**config.mk**
```make
export PLATFORM = sky130hd
export DESIGN_NAME = pc_fetch_controller_flat
export DESIGN_NICKNAME = d
export VERILOG_FILES = /design/src/rtl/pc_pkg.sv /design/src/rtl/pc_fetch_controller_if.sv /design/src/rtl/pc_next_sel.sv /design/src/rtl/pc_fetch_controller.sv /design/src/flat_wrapper.sv
export SDC_FILE = /design/constraint.sdc
export NUM_CORES = 1
export LEC_CHECK = 0
export CORE_UTILIZATION = 25
export CTS_CLUSTER_DIAMETER = 50
export DETAILED_ROUTE_END_ITERATION = 12
export GPL_ROUTABILITY_DRIVEN = 0
export PLACE_DENSITY = 0.62
export SYNTH_ARGS = -nofsm -noshare
export SYNTH_HDL_FRONTEND = slang
export SYNTH_HIERARCHICAL = 1
export SYNTH_SLANG_ARGS = --single-unit
```
**constraint.sdc**
```tcl
create_clock -name clk -period 3.8 [get_ports clk]
set_clock_uncertainty 0.15 [all_clocks]
set_input_delay 0.76 -clock clk [delete_from_list [all_inputs] [get_ports clk]]
set_output_delay 0.76 -clock clk [all_outputs]
set_load 0.005 [all_outputs]
```
**src/rtl/pc_pkg.sv**
```systemverilog
// Shared types and constants for the instruction-fetch front end.
package pc_pkg;

  typedef enum logic [1:0] {
    IDLE  = 2'd0,
    FETCH = 2'd1,
    HOLD  = 2'd2,
    HALT  = 2'd3
  } state_t;

  typedef enum logic [1:0] {
    SEL_HOLD     = 2'd0,
    SEL_INCR     = 2'd1,
    SEL_REDIRECT = 2'd2
  } pc_sel_t;

  localparam int unsigned PC_INCR              = 4;
  localparam logic [31:0] RESET_VECTOR_DEFAULT = 32'h0000_0000;

endpackage

```
**src/rtl/pc_fetch_controller_if.sv**
```systemverilog
// Fetch-side bus: instruction-memory request/ack plus the decode handshake.
interface pc_fetch_controller_if #(
  parameter int unsigned ADDR_W = 32
);
  logic              imem_req;
  logic [ADDR_W-1:0] imem_addr;
  logic              imem_ack;
  logic [31:0]       imem_rdata;
  logic              instr_valid;
  logic              instr_ready;
  logic [31:0]       instr;
  logic [ADDR_W-1:0] instr_pc;

  modport master (
    output imem_req, imem_addr, instr_valid, instr, instr_pc,
    input  imem_ack, imem_rdata, instr_ready
  );

  modport slave (
    input  imem_req, imem_addr, instr_valid, instr, instr_pc,
    output imem_ack, imem_rdata, instr_ready
  );
endinterface

```
**src/rtl/pc_next_sel.sv**
```systemverilog
// Combinational next-PC mux: hold, sequential increment, or redirect target.
module pc_next_sel
  import pc_pkg::*;
#(
  parameter int unsigned ADDR_W = 32
) (
  input  logic [ADDR_W-1:0] pc,
  input  pc_sel_t           sel,
  input  logic [ADDR_W-1:0] redirect_pc,
  output logic [ADDR_W-1:0] pc_next
);

  // Increment wraps naturally at the address width; targets are word-aligned.
  always_comb begin
    pc_next = pc;
    case (sel)
      SEL_INCR:     pc_next = pc + ADDR_W'(PC_INCR);
      SEL_REDIRECT: pc_next = redirect_pc & ~ADDR_W'(2'b11);
      default:      pc_next = pc;
    endcase
  end

endmodule

```
**src/rtl/pc_fetch_controller.sv**
```systemverilog
// Fetch controller: IDLE/FETCH/HOLD/HALT sequencing with redirect and halt.
// Optional misaligned-redirect fault detection is enabled by PC_ALIGN_CHECK_EN.
module pc_fetch_controller
  import pc_pkg::*;
#(
  parameter int unsigned       ADDR_W       = 32,
  parameter logic [ADDR_W-1:0] RESET_VECTOR = ADDR_W'(RESET_VECTOR_DEFAULT)
) (
  input  logic                  clk,
  input  logic                  rst_n,
  input  logic                  start,
  input  logic                  halt,
  input  logic                  redirect_valid,
  input  logic [ADDR_W-1:0]     redirect_pc,
  output logic [ADDR_W-1:0]     pc,
  output logic                  fault,
  pc_fetch_controller_if.master bus
);

  state_t            state_reg;
  logic              imem_req_reg;
  logic              instr_valid_reg;
  logic              halt_pend_reg;
  logic              fault_reg;
  logic [31:0]       instr_reg;
  logic [ADDR_W-1:0] instr_pc_reg;
  logic [ADDR_W-1:0] pc_reg;
  logic [ADDR_W-1:0] pc_next;
  pc_sel_t           pc_sel;
  logic              misalign;
  logic              redirect_live;

`ifdef PC_ALIGN_CHECK_EN
  assign misalign = redirect_valid && (redirect_pc[1:0] != 2'b00);
`else
  assign misalign = 1'b0;
`endif

  assign redirect_live = redirect_valid && ((state_reg == FETCH) || (state_reg == HOLD));

  // A bad redirect leaves the PC alone; a good one beats any same-cycle ack.
  always_comb begin
    pc_sel = SEL_HOLD;
    if (redirect_valid) begin
      pc_sel = misalign ? SEL_HOLD : SEL_REDIRECT;
    end else if ((state_reg == FETCH) && bus.imem_ack) begin
      pc_sel = SEL_INCR;
    end
  end

  pc_next_sel #(
    .ADDR_W (ADDR_W)
  ) u_pc_next_sel (
    .pc          (pc_reg),
    .sel         (pc_sel),
    .redirect_pc (redirect_pc),
    .pc_next     (pc_next)
  );

  always_ff @(posedge clk or negedge rst_n) begin
    if (!rst_n) begin
      pc_reg <= RESET_VECTOR;
    end else begin
      pc_reg <= pc_next;
    end
  end

  always_ff @(posedge clk or negedge rst_n) begin
    if (!rst_n) begin
      state_reg       <= IDLE;
      imem_req_reg    <= 1'b0;
      instr_valid_reg <= 1'b0;
      halt_pend_reg   <= 1'b0;
      fault_reg       <= 1'b0;
      instr_reg       <= '0;
      instr_pc_reg    <= '0;
    end else if (misalign) begin
      fault_reg       <= 1'b1;
      state_reg       <= HALT;
      imem_req_reg    <= 1'b0;
      instr_valid_reg <= 1'b0;
      halt_pend_reg   <= 1'b0;
    end else if (redirect_live) begin
      instr_valid_reg <= 1'b0;
      halt_pend_reg   <= 1'b0;
      if (halt) begin
        state_reg    <= HALT;
        imem_req_reg <= 1'b0;
      end else begin
        state_reg    <= FETCH;
        imem_req_reg <= 1'b1;
      end
    end else begin
      case (state_reg)
        IDLE: begin
          if (halt) begin
            state_reg <= HALT;
          end else if (start) begin
            state_reg    <= FETCH;
            imem_req_reg <= 1'b1;
          end
        end
        FETCH: begin
          // A halt seen while waiting is remembered until the word is handed off.
          halt_pend_reg <= halt_pend_reg | halt;
          if (bus.imem_ack) begin
            instr_reg       <= bus.imem_rdata;
            instr_pc_reg    <= pc_reg;
            state_reg       <= HOLD;
            imem_req_reg    <= 1'b0;
            instr_valid_reg <= 1'b1;
          end
        end
        HOLD: begin
          if (bus.instr_ready) begin
            instr_valid_reg <= 1'b0;
            halt_pend_reg   <= 1'b0;
            if (halt || halt_pend_reg) begin
              state_reg <= HALT;
            end else begin
              state_reg    <= FETCH;
              imem_req_reg <= 1'b1;
            end
          end else begin
            halt_pend_reg <= halt_pend_reg | halt;
          end
        end
        HALT: begin
          if (start) begin
            state_reg    <= FETCH;
            imem_req_reg <= 1'b1;
          end
        end
        default: begin
          state_reg    <= IDLE;
          imem_req_reg <= 1'b0;
        end
      endcase
    end
  end

  assign bus.imem_req    = imem_req_reg;
  assign bus.imem_addr   = pc_reg;
  assign bus.instr_valid = instr_valid_reg;
  assign bus.instr       = instr_reg;
  assign bus.instr_pc    = instr_pc_reg;
  assign pc              = pc_reg;
  assign fault           = fault_reg;

endmodule
```
**src/flat_wrapper.sv**
```systemverilog
// flat-port wrapper written by rule: the top's interface ports become plain ports
module pc_fetch_controller_flat import pc_pkg::*;
#(
  parameter int unsigned       ADDR_W       = 32,
  parameter logic [ADDR_W-1:0] RESET_VECTOR = ADDR_W'(RESET_VECTOR_DEFAULT)
)
  (clk, rst_n, start, halt, redirect_valid, redirect_pc, pc, fault, bus_imem_req, bus_imem_addr, bus_instr_valid, bus_instr, bus_instr_pc, bus_imem_ack, bus_imem_rdata, bus_instr_ready);
  pc_fetch_controller_if #(.ADDR_W(ADDR_W)) bus_i ();
  input  logic clk;
  input  logic rst_n;
  input  logic start;
  input  logic halt;
  input  logic redirect_valid;
  input  logic [ADDR_W-1:0] redirect_pc;
  output logic [ADDR_W-1:0] pc;
  output logic fault;
  output wire logic [$bits(bus_i.imem_req)-1:0] bus_imem_req;
  output wire logic [$bits(bus_i.imem_addr)-1:0] bus_imem_addr;
  output wire logic [$bits(bus_i.instr_valid)-1:0] bus_instr_valid;
  output wire logic [$bits(bus_i.instr)-1:0] bus_instr;
  output wire logic [$bits(bus_i.instr_pc)-1:0] bus_instr_pc;
  input wire logic [$bits(bus_i.imem_ack)-1:0] bus_imem_ack;
  input wire logic [$bits(bus_i.imem_rdata)-1:0] bus_imem_rdata;
  input wire logic [$bits(bus_i.instr_ready)-1:0] bus_instr_ready;
  assign bus_imem_req = bus_i.imem_req;
  assign bus_imem_addr = bus_i.imem_addr;
  assign bus_instr_valid = bus_i.instr_valid;
  assign bus_instr = bus_i.instr;
  assign bus_instr_pc = bus_i.instr_pc;
  assign bus_i.imem_ack = bus_imem_ack;
  assign bus_i.imem_rdata = bus_imem_rdata;
  assign bus_i.instr_ready = bus_instr_ready;
  pc_fetch_controller #(.ADDR_W(ADDR_W), .RESET_VECTOR(RESET_VECTOR)) u_core (.clk(clk), .rst_n(rst_n), .start(start), .halt(halt), .redirect_valid(redirect_valid), .redirect_pc(redirect_pc), .pc(pc), .fault(fault), .bus(bus_i));
endmodule
```
# --- After elaboration in Yosys (flattened, before gate mapping) ---
# Cells that the tools add are included.
totals:
  reg_bits: 101
  inputBits: 71
  output_inout_bits: 131
  elab_cells: 56
classes:
  add_sub_neg: 1
  eq_ne: 9
  n_mux: 26
  n_bitwise: 2
  n_reduce_logical: 11
op_table:
  columns: ["operator", "n"]
  rows:
  - ["$pmux 32 s2", 1]
  - ["$add 32x3->32 const B", 1]
  - ["$mux 2", 8]
  - ["$mux 1", 13]
  - ["$ne 3x2->1 const B", 4]
  - ["$pmux 2 s4", 1]
  - ["$eq 2x2->1 const B", 3]
  - ["$reduce_and 3->1", 2]
  - ["$eq 2x1->1 const B", 2]
  - ["$pmux 1 s2", 2]
  - ["$pmux 1 s4", 1]
  - ["$reduce_and 4->1", 1]
  - ["$reduce_bool 3->1", 1]
  - ["$logic_and 1x1->1", 2]
  - ["$logic_not 2->1", 1]
  - ["$logic_or 1x1->1", 2]
  - ["$reduce_and 2->1", 1]
  - ["$reduce_bool 2->1", 1]
  - ["$not 1->1", 1]
  - ["$or 1x1->1", 1]

# --- Longest topological paths before layout ---
# Gate-level depths: netlist of run 1.
logic_depth:
  word_depth: 6
  depth_mapped: 11
  ltp_nobuf: 10

# --- Modules after synthesis ---
# Netlist of run 1, hierarchy kept.
modules_own_cells:
  columns: ["module", "n_inst", "cells_each", "area_each_um2", "seq_area_each_um2"]
  rows:
  - ["pc_fetch_controller", 1, 249, 3854.9, 2527.4]
  - ["pc_next_sel", 1, 212, 1335.0, 0.0]

# --- Worst setup path after synthesis of run 1 ---
# OpenSTA, ideal clock, no wires.
synth_timing:
  path_kind: "input-to-reg"
  startpoint: "input redirect_valid"
  endpoint: "register u_core.pc_reg[11], in the netlist u_core/bus.imem_addr[11]"
  setup_ns: 0.143
  arrival_ns: 2.367
  required_time_ns: 3.507
  slack_ns: 1.140
  stages: 8
  n_path_buf: 4
  path_cell_list: "buf_2 nor2_1 inv_1 ha_1 clkbuf_1 buf_1 clkbuf_1 o221ai_1"
synth_via:
  elab_chain_cells: 3
  word_cells_on_any_way: 5
  classes_between: "2 x eq/ne; 2 x mux; 1 x reduce/logical"
synth_rtl:
  columns: ["element", "line", "rtl"]
  rows:
  - ["from (decl)", "flat_wrapper.sv:13", "input logic redirect_valid;"]
  - ["$mux 2 *", "pc_fetch_controller.sv:44", "if (redirect_valid) begin"]
  - ["named net u_core.pc_sel[0]", "pc_fetch_controller.sv:29", "pc_sel_t pc_sel;"]
  - ["$eq 2x2->1 or $eq 2x1->1 (tied branches)", "pc_next_sel.sv:16", "case (sel)"]
  - ["$pmux 32 s2 *", "pc_next_sel.sv:16", null]
  - ["named net u_core.pc_next[11]", "pc_fetch_controller.sv:28", "logic [ADDR_W-1:0] pc_next;"]
  - ["to (signal assigned)", "pc_fetch_controller.sv:64", "pc_reg <= pc_next;"]
  - ["to (decl)", "pc_fetch_controller.sv:27", "logic [ADDR_W-1:0] pc_reg;"]
# Mark *: on every way through the listed nets, which the timed path passes. The rest lies on a longest branch.
# A chain may end at the register's enable or synchronous reset.

# --- Worst setup path in the final report of run 1 ---
layout_timing:
  startpoint: "input bus_imem_ack"
  endpoint: "register u_core.pc_reg[19], in the netlist u_core/bus.imem_addr[19]"
layout_via:
  elab_chain_cells: 5
  word_cells_on_any_way: 7
  classes_between: "2 x eq/ne; 3 x mux; 2 x reduce/logical"
layout_rtl:
  columns: ["element", "line", "rtl"]
  rows:
  - ["from (decl)", "flat_wrapper.sv:22", "input wire logic [$bits(bus_i.imem_ack)-1:0] bus_imem_ack;"]
  - ["$logic_and 1x1->1 *", "pc_fetch_controller.sv:46", "end else if ((state_reg == FETCH) && bus.imem_ack) begin"]
  - ["$mux 1 *", "pc_fetch_controller.sv:46", null]
  - ["$mux 2 *", "pc_fetch_controller.sv:44", null]
  - ["named net u_core.pc_sel[0]", "pc_fetch_controller.sv:29", null]
  - ["$eq 2x2->1 or $eq 2x1->1 (tied branches)", "pc_next_sel.sv:16", null]
  - ["$pmux 32 s2 *", "pc_next_sel.sv:16", null]
  - ["named net u_core.pc_next[19]", "pc_fetch_controller.sv:28", null]
# Marks and branches as above.

==> reports/results.ini, run 1 <==
[run_status]
status = finished, final reports clean

[timing]
relSlewSlack_pct = 37.17
setup_viol = 0
hold_slack_ns = 0.3415
final_max_slew_viol_count = 0
worstMarginPinSlew_ns = 0.9424
rsz0062_at_grt = false
fin_crit_sh_pct = 77.05
fmax_mhz = 341.5
hold_viol = 0
setup_tns_ns = 0
period_minus_slack_ns = 2.928

[power]
p_per_area_nw_per_um2 = 674.1
power_frac_seq_pct = 36.4
power.leakage_nw = 3.090
fin_total_pwr_mw = 5.076
ir_drop_uv = 310.8
p_comb_share_pct = 42.1
power_frac_clock_pct = 21.5
p_switching_mw = 1.526
p_int_mw = 3.550
switching_share_pct = 30.06

[die]
initial_core_util_pct = 25.57
die-area_um2 = 21340
die_w_um = 146.1
die_h_um = 146.1
core_area_um2 = 20300
num_rows = 52
io_pins = 202

[clock_tree]
numCtsBuffers = 9
path_clk_slew_ns = 0.07
cts_tree = done
holdBufCountCts = 0
cts_resized = 0
cts.sinks = 101
cts-root-buf = clkbuf_16
clk_latency_ns = 0.35
clockBufferDepth = 2
htreeDepth = 3
cts_setup_buffers = 0

[critical_path]
cp-start-kind = input port
critPathTopFamily = buffers and inverters
critPathRequiredTime_ns = 3.91
r2r_end = u_core/bus.imem_addr[19]$_DFF_PN0_
worst_path_max_delay_cell = nor2b_1
timing.rr.start = u_core/state_reg[1]$_DFFE_PN0P_
path_class = in -> reg
r2r_setup_slack_ns = 0.91
end_kind = register
worst_r2r_path_depth = 10
cp_max_fo = 13
critPathMaxStageDelay_ns = 0.55
path_buf_inv = 3
crit_chain = clkdlybuf4s50_1 > nand2_1 > nor2_1 > inv_1 > ha_2 > nor2b_1 > buf_4 > a22oi_1 > o21ai_0
cp_data_arrival_time_ns = 3.04

[routing]
route.antenna.remaining_nets = 0
vias = 3981
drc = 0
wl_per_cell_um = 15.31
drt-vias-per-instance = 4.443
drtIter0Drc = 165
firstDrtPassIters = 4
wirelength_um = 13720

[synthesis]
synthCells = 461
yosys.cell_types.count = 48
syn_area_um2 = 5190
synth_edf_count = 0
ys_seq_area_share_pct = 48.70
synth_seq_cells = 101
synthFlopType = dfrtp_1
synth-async-reset-ratio_pct = 100.0
synth_top_area_share_pct = 48.70
syn_area_per_cell_um2 = 11.26
yosysWarnings = 6
synth_top_area_cell = dfrtp_1
syn_nets = 540
synth.top_cells.by_area = dfrtp_1 49%, mux2_2 13%, buf_4 5.1%

[job]
maxCapViolCount = 0

[placed_design]
placed_area_um2 = 7182
hpwl_um = 9676
port_buffers = 198

[grt]
grt-ovfl-total = 0
track_usage_pct = 13.23
antenna_found_initial = 0
grt_pass1_vias = 3968
grt_pass1_wl_um = 21910
grt_max_degree = 72

[layout]
num_antenna_cells = 0
final_common_cell = clkdlybuf4s50_1
drive_gt1_share_pct = 16.29
syn2layout_area_growth_pct = 45.08
layout_common_cells = 197 x clkdlybuf4s50_1, 101 x dfrtp_1, 62 x mux2_2
design_area_um2 = 7530
fin_nets = 700

[worst_hold_path]
min_path_type = reg -> reg
holdPathEnd = u_core/bus.instr[9]$_DFFE_PN0P_
hp-start = u_core/bus.instr[9]$_DFFE_PN0P_
worstHoldPathCells = 1

-- Yosys cell counts (7+ instances only) --
master	n
buf_4	35
inv_1	22
o21ai_0	18
mux2i_1	16
mux2_2	62
nand3_1	7
clkbuf_1	12
ha_1	8
nor3_1	7
nand2_1	26
o21ai_1	8
a21oi_1	12
nor2_1	31
a22oi_1	16
dfrtp_1	101
-- power groups by stage --
stage,clock network (mW),registers [mW],logic [mW]
finish,1.09,1.85,2.14
detailed placement,0,1.88,2.16
floorplan,0,1.84,1.04
global route,1.18,1.93,2.31
global placement,0,1.86,2.14
CTS,1.14,1.86,2.17
-- metrics by stage --
stage / std cells / setup WS [ns] / utilization, %
final: 896 / 0.8721 / 37.09
after global routing: 896 / 0.6686 / 37.09
after CTS: 896 / 0.8883 / 37.09
after detailed placement: 880 / 0.4988 / 35.38
after global placement: 880 / 0.5496 / 35.38
after floorplan: 461 / 1.140 / -
-- how the worst max path moves through the flow --
stage,startpoint,end,cells past startpoint
2_1_floorplan,redirect_valid,u_core/bus.imem_addr[11]$_DFF_PN0_,8
3_3_place_gp,bus_imem_ack,u_core/bus.imem_addr[22]$_DFF_PN0_,9
3_5_place_dp,bus_imem_ack,u_core/bus.imem_addr[19]$_DFF_PN0_,9
4_1_cts,bus_imem_ack,u_core/bus.imem_addr[19]$_DFF_PN0_,9
5_1_grt,u_core/state_reg[1]$_DFFE_PN0P_,u_core/bus.imem_addr[19]$_DFF_PN0_,10
6_report,bus_imem_ack,u_core/bus.imem_addr[19]$_DFF_PN0_,9
-- layout make-up --
| type | count | area [um^2] |
|---|---|---|
| inverter | 22 | 82.58 |
| clock buffer | 10 | 239.0 |
| multi-input combinational | 279 | 2180 |
| sequential | 101 | 2527 |
| clock inverter | 6 | 108.9 |
| fill | 2033 | 12770 |
| timing repair buffer | 208 | 2054 |
| tap | 270 | 337.8 |
-- routing by layer --
layer | GRT usage (%) | vias up | part of all wire, %
met5 | 0 | - | 0
met4 | 3.125 | 0 | 0.85
met3 | 4.188 | 6 | 6.2
met2 | 22.32 | 120 | 49
met1 | 16.40 | 1927 | 44
li1 | - | 1928 | -
-- cell families after synthesis --
kind of cell,Yosys count,share of synthesized area [%]
multiplexers,84,17.84
buffers and inverters,81,9.354
adder cells (fa/ha/maj),8,1.929
flip-flops,101,48.70
AO/OA/AOI/OAI,84,10.85
other,1,0.07225
AND/OR/NAND/NOR,102,11.26
Note: power is estimated with default switching activity, not from simulation.
==> run 2: changes to the inputs <==
--- a/config.mk
+++ b/config.mk
@@ -9,7 +9,7 @@
 export CTS_CLUSTER_DIAMETER = 50
 export DETAILED_ROUTE_END_ITERATION = 12
 export GPL_ROUTABILITY_DRIVEN = 0
-export PLACE_DENSITY = 0.62
+export PLACE_DENSITY = 0.64
 export SYNTH_ARGS = -nofsm -noshare
 export SYNTH_HDL_FRONTEND = slang
 export SYNTH_HIERARCHICAL = 1
==> constraint.sdc (replaced) <==
create_clock -name clk -period 2.6 [get_ports clk]
set_clock_uncertainty 0.15 [all_clocks]
set_input_delay 0.52 -clock clk [delete_from_list [all_inputs] [get_ports clk]]
set_output_delay 0.52 -clock clk [all_outputs]
set_load 0.005 [all_outputs]
==> run 2 against run 1 <==
Utilization rose by 0.57 points. Cell area grew 1.5%. Sequential cell count stayed put. Worst setup slack got worse by 0.64 ns. First-iteration DRC count is 1.8% higher. Critical path depth is 2 higher. Wire length grew 1.6%. Non-clock buffer count is 20 higher. Total power increased by 43%. Clock-buffer cell count unchanged. Combinational power rose by 55%.
==> reports/results.ini, run 2 (synthesis results as in run 1) <==
[run_status]
status = finished, final reports clean  ; unchanged

[routing]
vias = 4126  ; was 3981
drc = 0  ; unchanged
wl_per_cell_um = 15.21  ; was 15.31 um
drtIter0Drc = 168  ; was 165
firstDrtPassIters = 4  ; unchanged
route.antenna.remaining_nets = 0  ; unchanged
drt-vias-per-instance = 4.504  ; was 4.443
wirelength_um = 13930  ; was 13720 um

[grt]
grt_pass1_vias = 4075  ; was 3968
grt_max_degree = 54  ; was 72
track_usage_pct = 13.38  ; was 13.23%
grt_pass1_wl_um = 22180  ; was 21910 um
antenna_found_initial = 0  ; unchanged
grt-ovfl-total = 0  ; unchanged

[placed_design]
port_buffers = 198  ; unchanged
hpwl_um = 10140  ; was 9676 um

[timing]
setup_tns_ns = 0  ; unchanged
fmax_mhz = 421.8
final_max_slew_viol_count = 0  ; unchanged
rsz0062_at_grt = false  ; unchanged
hold_slack_ns = 0.3363  ; was 0.3415 ns
period_minus_slack_ns = 2.371
relSlewSlack_pct = 62.78  ; was 37.17%
setup_viol = 0  ; unchanged
fin_crit_sh_pct = 91.19
hold_viol = 0  ; unchanged
worstMarginPinSlew_ns = 0.5583  ; was 0.9424 ns

[die]
core_area_um2 = 20300  ; unchanged
io_pins = 202  ; unchanged
die_w_um = 146.1  ; unchanged
die-area_um2 = 21340  ; unchanged
num_rows = 52  ; unchanged
die_h_um = 146.1  ; unchanged
initial_core_util_pct = 25.57  ; unchanged

[critical_path]
cp-start-kind = register  ; was input port
cp_max_fo = 5  ; was 13
timing.rr.start = u_core/state_reg[1]$_DFFE_PN0P_  ; unchanged
r2r_setup_slack_ns = 0.23  ; was 0.91 ns
startpoint = u_core/state_reg[1]$_DFFE_PN0P_  ; was bus_imem_ack
r2r_end = u_core/bus.imem_addr[14]$_DFF_PN0_  ; was u_core/bus.imem_addr[19]$_DFF_PN0_
path_class = reg -> reg  ; was in -> reg
worst_r2r_path_depth = 11  ; was 10
critPathRequiredTime_ns = 2.68  ; was 3.91 ns
end_kind = register  ; unchanged
cp_data_arrival_time_ns = 2.45  ; was 3.04 ns

[layout]
final_common_cell = clkdlybuf4s50_1  ; unchanged
drive_gt1_share_pct = 18.89  ; was 16.29%
num_antenna_cells = 0  ; unchanged
fin_nets = 720  ; was 700
fill_cells = 2043  ; was 2033
multiInputGateArea_um2 = 2185  ; was 2180 um^2
syn2layout_area_growth_pct = 47.30  ; was 45.08%
seq_area_um2 = 2527  ; unchanged
layout_common_cells = 197 x clkdlybuf4s50_1, 101 x dfrtp_1, 62 x mux2_2  ; unchanged

[worst_hold_path]
holdPathEnd = u_core/bus.instr[9]$_DFFE_PN0P_  ; unchanged
worstHoldPathCells = 1  ; unchanged
min_path_type = reg -> reg  ; unchanged
hp-start = u_core/bus.instr[9]$_DFFE_PN0P_  ; unchanged

[job]
maxCapViolCount = 0  ; unchanged

[power]
ir_drop_uv = 353.2  ; was 310.8 uV
power.leakage_nw = 3.159  ; was 3.090 nW
p_per_area_nw_per_um2 = 948.1  ; was 674.1 nW/um^2

[clock_tree]
cts.sinks = 101  ; unchanged
clk_latency_ns = 0.35  ; about the same
cts_tree = done  ; unchanged
cts-root-buf = clkbuf_16  ; unchanged
cts_setup_buffers = 0  ; unchanged
htreeDepth = 3  ; unchanged
numCtsBuffers = 9  ; unchanged
path_clk_slew_ns = 0.07  ; about the same
clockBufferDepth = 2  ; unchanged

==> run 2: cell types whose count changed in the layout (fill, tap and decap cells not counted), sizes merged <==
cell | previous run | this run
buf | 11 | 30
bufinv | 3 | 0
clkinv | 2 | 4
clkinvlp | 0 | 1
dlygate4sd3 | 0 | 1
==> run 2: per-layer routing <==
metal  vias up  part of all wire [%]  track usage, %
met5         -                     0               0
met3        14                   5.3           2.719
li1       1972                     -               -
met1      2018                    44           17.06
met4         0                   1.6           5.313
met2       122                    50           22.20
==> run 2: through the flow <==
step	power, mW	cell area, um^2	std cells	setup slack, ns	util [%]
6_report	7.248	7645	916	0.2291	37.66
5_1_grt	7.751	7645	916	0.06015	37.66
4_1_cts	7.373	7636	916	0.1973	37.62
3_5_place_dp	6.022	7350	899	-0.07259	36.21
3_3_place_gp	5.960	7350	899	-0.08554	36.21
2_1_floorplan	4.208	5190	461	0.01580	-
==> run 2: timing repair <==
item / CTS / global route
resized for setup: 0 / 3
hold buffers: 1 / 0
endpoints found under the setup margin: 0 / 7
hold endpoints to repair: 23 / 0
==> run 2: worst max path at each step <==
stage	endpoint	slack, ns
after floorplan	u_core/bus.imem_addr[11]$_DFF_PN0_	0.02
after global routing	u_core/bus.imem_addr[12]$_DFF_PN0_	0.06
after global placement	u_core/bus.imem_addr[25]$_DFF_PN0_	-0.09
after CTS	u_core/bus.imem_addr[21]$_DFF_PN0_	0.20
after detailed placement	u_core/bus.imem_addr[21]$_DFF_PN0_	-0.07
final	u_core/bus.imem_addr[14]$_DFF_PN0_	0.23
==> run 2: cell type report <==
type	count	area share, %
flip-flops and latches	101	33.06
repair buffers	228	29.25
multi-input cells	279	28.58
well taps	270	4.419
clock buffers	10	2.995
inverters	22	1.080
clock inverters	6	0.6219
==> run 2: worst max-delay path: stages, from the launching register on <==
cell and delay [ns]:
dfrtp_1 0.43, inv_1 0.14, ha_1 0.18, nand2_1 0.08
nor2_2 0.12, inv_1 0.06, ha_2 0.37, buf_4 0.14
nor2_1 0.04, mux2_2 0.25, a222oi_1 0.23, inv_1 0.07
==> run 2: power breakdown <==
part           total (mW)  internal, mW  switching (mW)
combinational        3.31          2.13            1.19
sequential           2.64          2.19           0.450
clock                1.29         0.657           0.635
total                7.25          4.97            2.27
==> run 3: changes to the inputs <==
--- a/config.mk
+++ b/config.mk
@@ -5,11 +5,11 @@
 export SDC_FILE = /design/constraint.sdc
 export NUM_CORES = 1
 export LEC_CHECK = 0
-export CORE_UTILIZATION = 25
+export CORE_UTILIZATION = 40
 export CTS_CLUSTER_DIAMETER = 50
 export DETAILED_ROUTE_END_ITERATION = 12
 export GPL_ROUTABILITY_DRIVEN = 0
-export PLACE_DENSITY = 0.64
+export PLACE_DENSITY = 0.88
 export SYNTH_ARGS = -nofsm -noshare
 export SYNTH_HDL_FRONTEND = slang
 export SYNTH_HIERARCHICAL = 1
==> run 3 against run 2 <==
Non-clock buffer count down 8. Wire length down 1.7%. Clock power about the same. Via count up 3.3%. Sequential power up 4%. Worst hold slack better by 0.0052 ns. Maximum frequency down 2.6%. Sequential cell count unchanged. Critical path type unchanged. Largest power group unchanged.
==> reports/results.ini, run 3 (synthesis results as in run 1) <==
[layout]
layout_common_cells = 197 x clkdlybuf4s50_1, 101 x dfrtp_1, 62 x mux2_2  ; unchanged
multiInputGateArea_um2 = 2197  ; was 2185 um^2
num_antenna_cells = 0  ; unchanged
final_common_cell = clkdlybuf4s50_1  ; unchanged
drive_gt1_share_pct = 18.03  ; was 18.89%
finalNonFillerCells = 810  ; was 916
syn2layout_area_growth_pct = 44.43  ; was 47.30%
fin_nets = 712  ; was 720
fill_cells = 1053  ; was 2043
seq_area_um2 = 2527  ; unchanged

[timing]
hold_viol = 0  ; unchanged
hold_slack_ns = 0.3415  ; was 0.3363 ns
period_minus_slack_ns = 2.433  ; was 2.371 ns
final_max_slew_viol_count = 0  ; unchanged
setup_tns_ns = 0  ; unchanged
fmax_mhz = 411.0  ; was 421.8 MHz
fin_crit_sh_pct = 93.58  ; was 91.19%
relSlewSlack_pct = 62.67  ; was 62.78%
worstMarginPinSlew_ns = 0.5600  ; was 0.5583 ns
rsz0062_at_grt = false  ; unchanged
setup_viol = 0  ; unchanged

[clock_tree]
cts_tree = done  ; unchanged
path_clk_slew_ns = 0.07  ; about the same
cts-root-buf = clkbuf_16  ; unchanged
htreeDepth = 3  ; unchanged
cts_setup_buffers = 0  ; unchanged
clockBufferDepth = 2  ; unchanged
clk_latency_ns = 0.34  ; was 0.35 ns
cts.sinks = 101  ; unchanged
numCtsBuffers = 9  ; unchanged

[critical_path]
critPathRequiredTime_ns = 2.66  ; was 2.68 ns
cp-start-kind = register  ; unchanged
worst_r2r_path_depth = 11  ; unchanged
r2r_end = u_core/bus.imem_addr[15]$_DFF_PN0_  ; was u_core/bus.imem_addr[14]$_DFF_PN0_
crit_chain = inv_1 > ha_2 > nand2_1 > nor2_2 > inv_1 > ha_4 > buf_12 > buf_4 > nor2_1 > mux2i_1 > o21ai_0  ; was inv_1 > ha_1 > nand2_1 > nor2_2 > inv_1 > ha_2 > buf_4 > nor2_1 > mux2_2 > a222oi_1 > inv_1
end_kind = register  ; unchanged
timing.rr.start = u_core/state_reg[1]$_DFFE_PN0P_  ; unchanged
worst_path_max_delay_cell = dfrtp_1  ; unchanged
critPathTopFamily = buffers and inverters  ; was adder cells
path_buf_inv = 4  ; unchanged
path_class = reg -> reg  ; unchanged
cpMostUsedCell = inv_1  ; unchanged
r2r_setup_slack_ns = 0.17  ; was 0.23 ns
cp_data_arrival_time_ns = 2.49  ; was 2.45 ns
critPathMaxStageDelay_ns = 0.43  ; about the same
cp_max_fo = 23  ; was 5

[worst_hold_path]
hp-start = u_core/bus.instr[7]$_DFFE_PN0P_  ; was u_core/bus.instr[9]$_DFFE_PN0P_
holdPathEnd = u_core/bus.instr[7]$_DFFE_PN0P_  ; was u_core/bus.instr[9]$_DFFE_PN0P_
worstHoldPathCells = 1  ; unchanged
min_path_type = reg -> reg  ; unchanged

[die]
die_w_um = 115.9  ; was 146.1 um
die-area_um2 = 13430  ; was 21340 um^2
num_rows = 41  ; was 52
die_h_um = 115.9  ; was 146.1 um
io_pins = 202  ; unchanged
initial_core_util_pct = 41.13  ; was 25.57%
core_area_um2 = 12620  ; was 20300 um^2

[routing]
vias = 4263  ; was 4126
wirelength_um = 13700  ; was 13930 um
firstDrtPassIters = 5  ; was 4
drt-vias-per-instance = 5.263  ; was 4.504
route.antenna.remaining_nets = 0  ; unchanged
drc = 0  ; unchanged
drtIter0Drc = 276  ; was 168
wl_per_cell_um = 16.91  ; was 15.21 um

[power]
fin_total_pwr_mw = 7.310  ; was 7.248 mW
power.leakage_nw = 3.135  ; was 3.159 nW
ir_drop_uv = 597.5  ; was 353.2 uV
p_per_area_nw_per_um2 = 975.2  ; was 948.1 nW/um^2

[placed_design]
dp.cells = 793  ; was 899
port_buffers = 198  ; unchanged
hpwl_um = 10110  ; was 10140 um

[grt]
grt_max_degree = 54  ; unchanged
grt_pass1_wl_um = 21740  ; was 22180 um
track_usage_pct = 20.99  ; was 13.38%
grt_pass1_vias = 4353  ; was 4075
antenna_found_initial = 0  ; unchanged
grt-ovfl-total = 0  ; unchanged

[job]
maxCapViolCount = 0  ; unchanged

[run_status]
status = finished, final reports clean  ; unchanged

==> run 3: changes by cell type in the layout (fill, tap and decap cells not counted), sizes merged <==
cell / previous run / this run
buf: 30 / 22
inv: 23 / 22
clkinvlp: 1 / 0
clkbuf: 10 / 13
clkinv: 4 / 3
==> run 3: timing repair <==
action,4_1_cts,5_1_grt
setup endpoints to repair,0,20
resized for setup,0,4
hold buffers,1,0
hold endpoints to repair,25,0
==> run 3: worst max path at each step <==
stage,start,to,slack [ns],depth (start not counted)
after floorplan,u_core/state_reg[1]$_DFFE_PN0P_,u_core/bus.imem_addr[11]$_DFF_PN0_,0.02,10
after global routing,u_core/state_reg[1]$_DFFE_PN0P_,u_core/bus.imem_addr[18]$_DFF_PN0_,0.02,11
after CTS,u_core/state_reg[1]$_DFFE_PN0P_,u_core/bus.imem_addr[15]$_DFF_PN0_,0.03,10
final,u_core/state_reg[1]$_DFFE_PN0P_,u_core/bus.imem_addr[15]$_DFF_PN0_,0.17,11
after global placement,bus_imem_ack,u_core/bus.imem_addr[24]$_DFF_PN0_,-0.21,9
after detailed placement,bus_imem_ack,u_core/bus.imem_addr[15]$_DFF_PN0_,-0.24,9
==> run 3: power by group <==
| group | switching [mW] | total (mW) | internal [mW] |
|---|---|---|---|
| Clock | 0.569 | 1.30 | 0.727 |
| Sequential | 0.544 | 2.74 | 2.19 |
| Combinational | 1.17 | 3.28 | 2.11 |
| Total | 2.28 | 7.31 | 5.03 |
==> run 3: layout make-up <==
| cell class | count | area share [%] |
|---|---|---|
| Clock buffer | 13 | 3.605 |
| Multi-Input combinational cell | 279 | 29.31 |
| Inverter | 22 | 1.102 |
| Clock inverter | 3 | 0.2504 |
| Tap cell | 172 | 2.871 |
| Sequential cell | 101 | 33.72 |
| Timing Repair Buffer | 220 | 29.14 |
==> run 3: per-stage QoR <==
| stage | area [um^2] | utilization, % | worst slack (ns) |
|---|---|---|---|
| after floorplan | 5190 | - | 0.01580 |
| after global placement | 7179 | 56.89 | -0.2087 |
| after detailed placement | 7179 | 56.89 | -0.2359 |
| after CTS | 7478 | 59.26 | 0.03467 |
| after global routing | 7496 | 59.40 | 0.02099 |
| final | 7496 | 59.40 | 0.1670 |
==> run 3: worst reg2reg max path, cell delays in order (launching register included) <==
cell,delay (ns)
dfrtp_1,0.43
inv_1,0.14
ha_2,0.21
nand2_1,0.08
nor2_2,0.14
inv_1,0.09
ha_4,0.31
buf_12,0.13
buf_4,0.25
nor2_1,0.09
mux2i_1,0.18
o21ai_0,0.11
==> run 3: layer usage <==
layer / part of all wire [%] / vias to the layer above / track usage (%)
met2: 50 / 223 / 36.11
li1: - / 1953 / -
met3: 8.4 / 23 / 5.439
met4: 1.8 / 0 / 8.889
met1: 40 / 2064 / 24.82
met5: 0 / - / 0
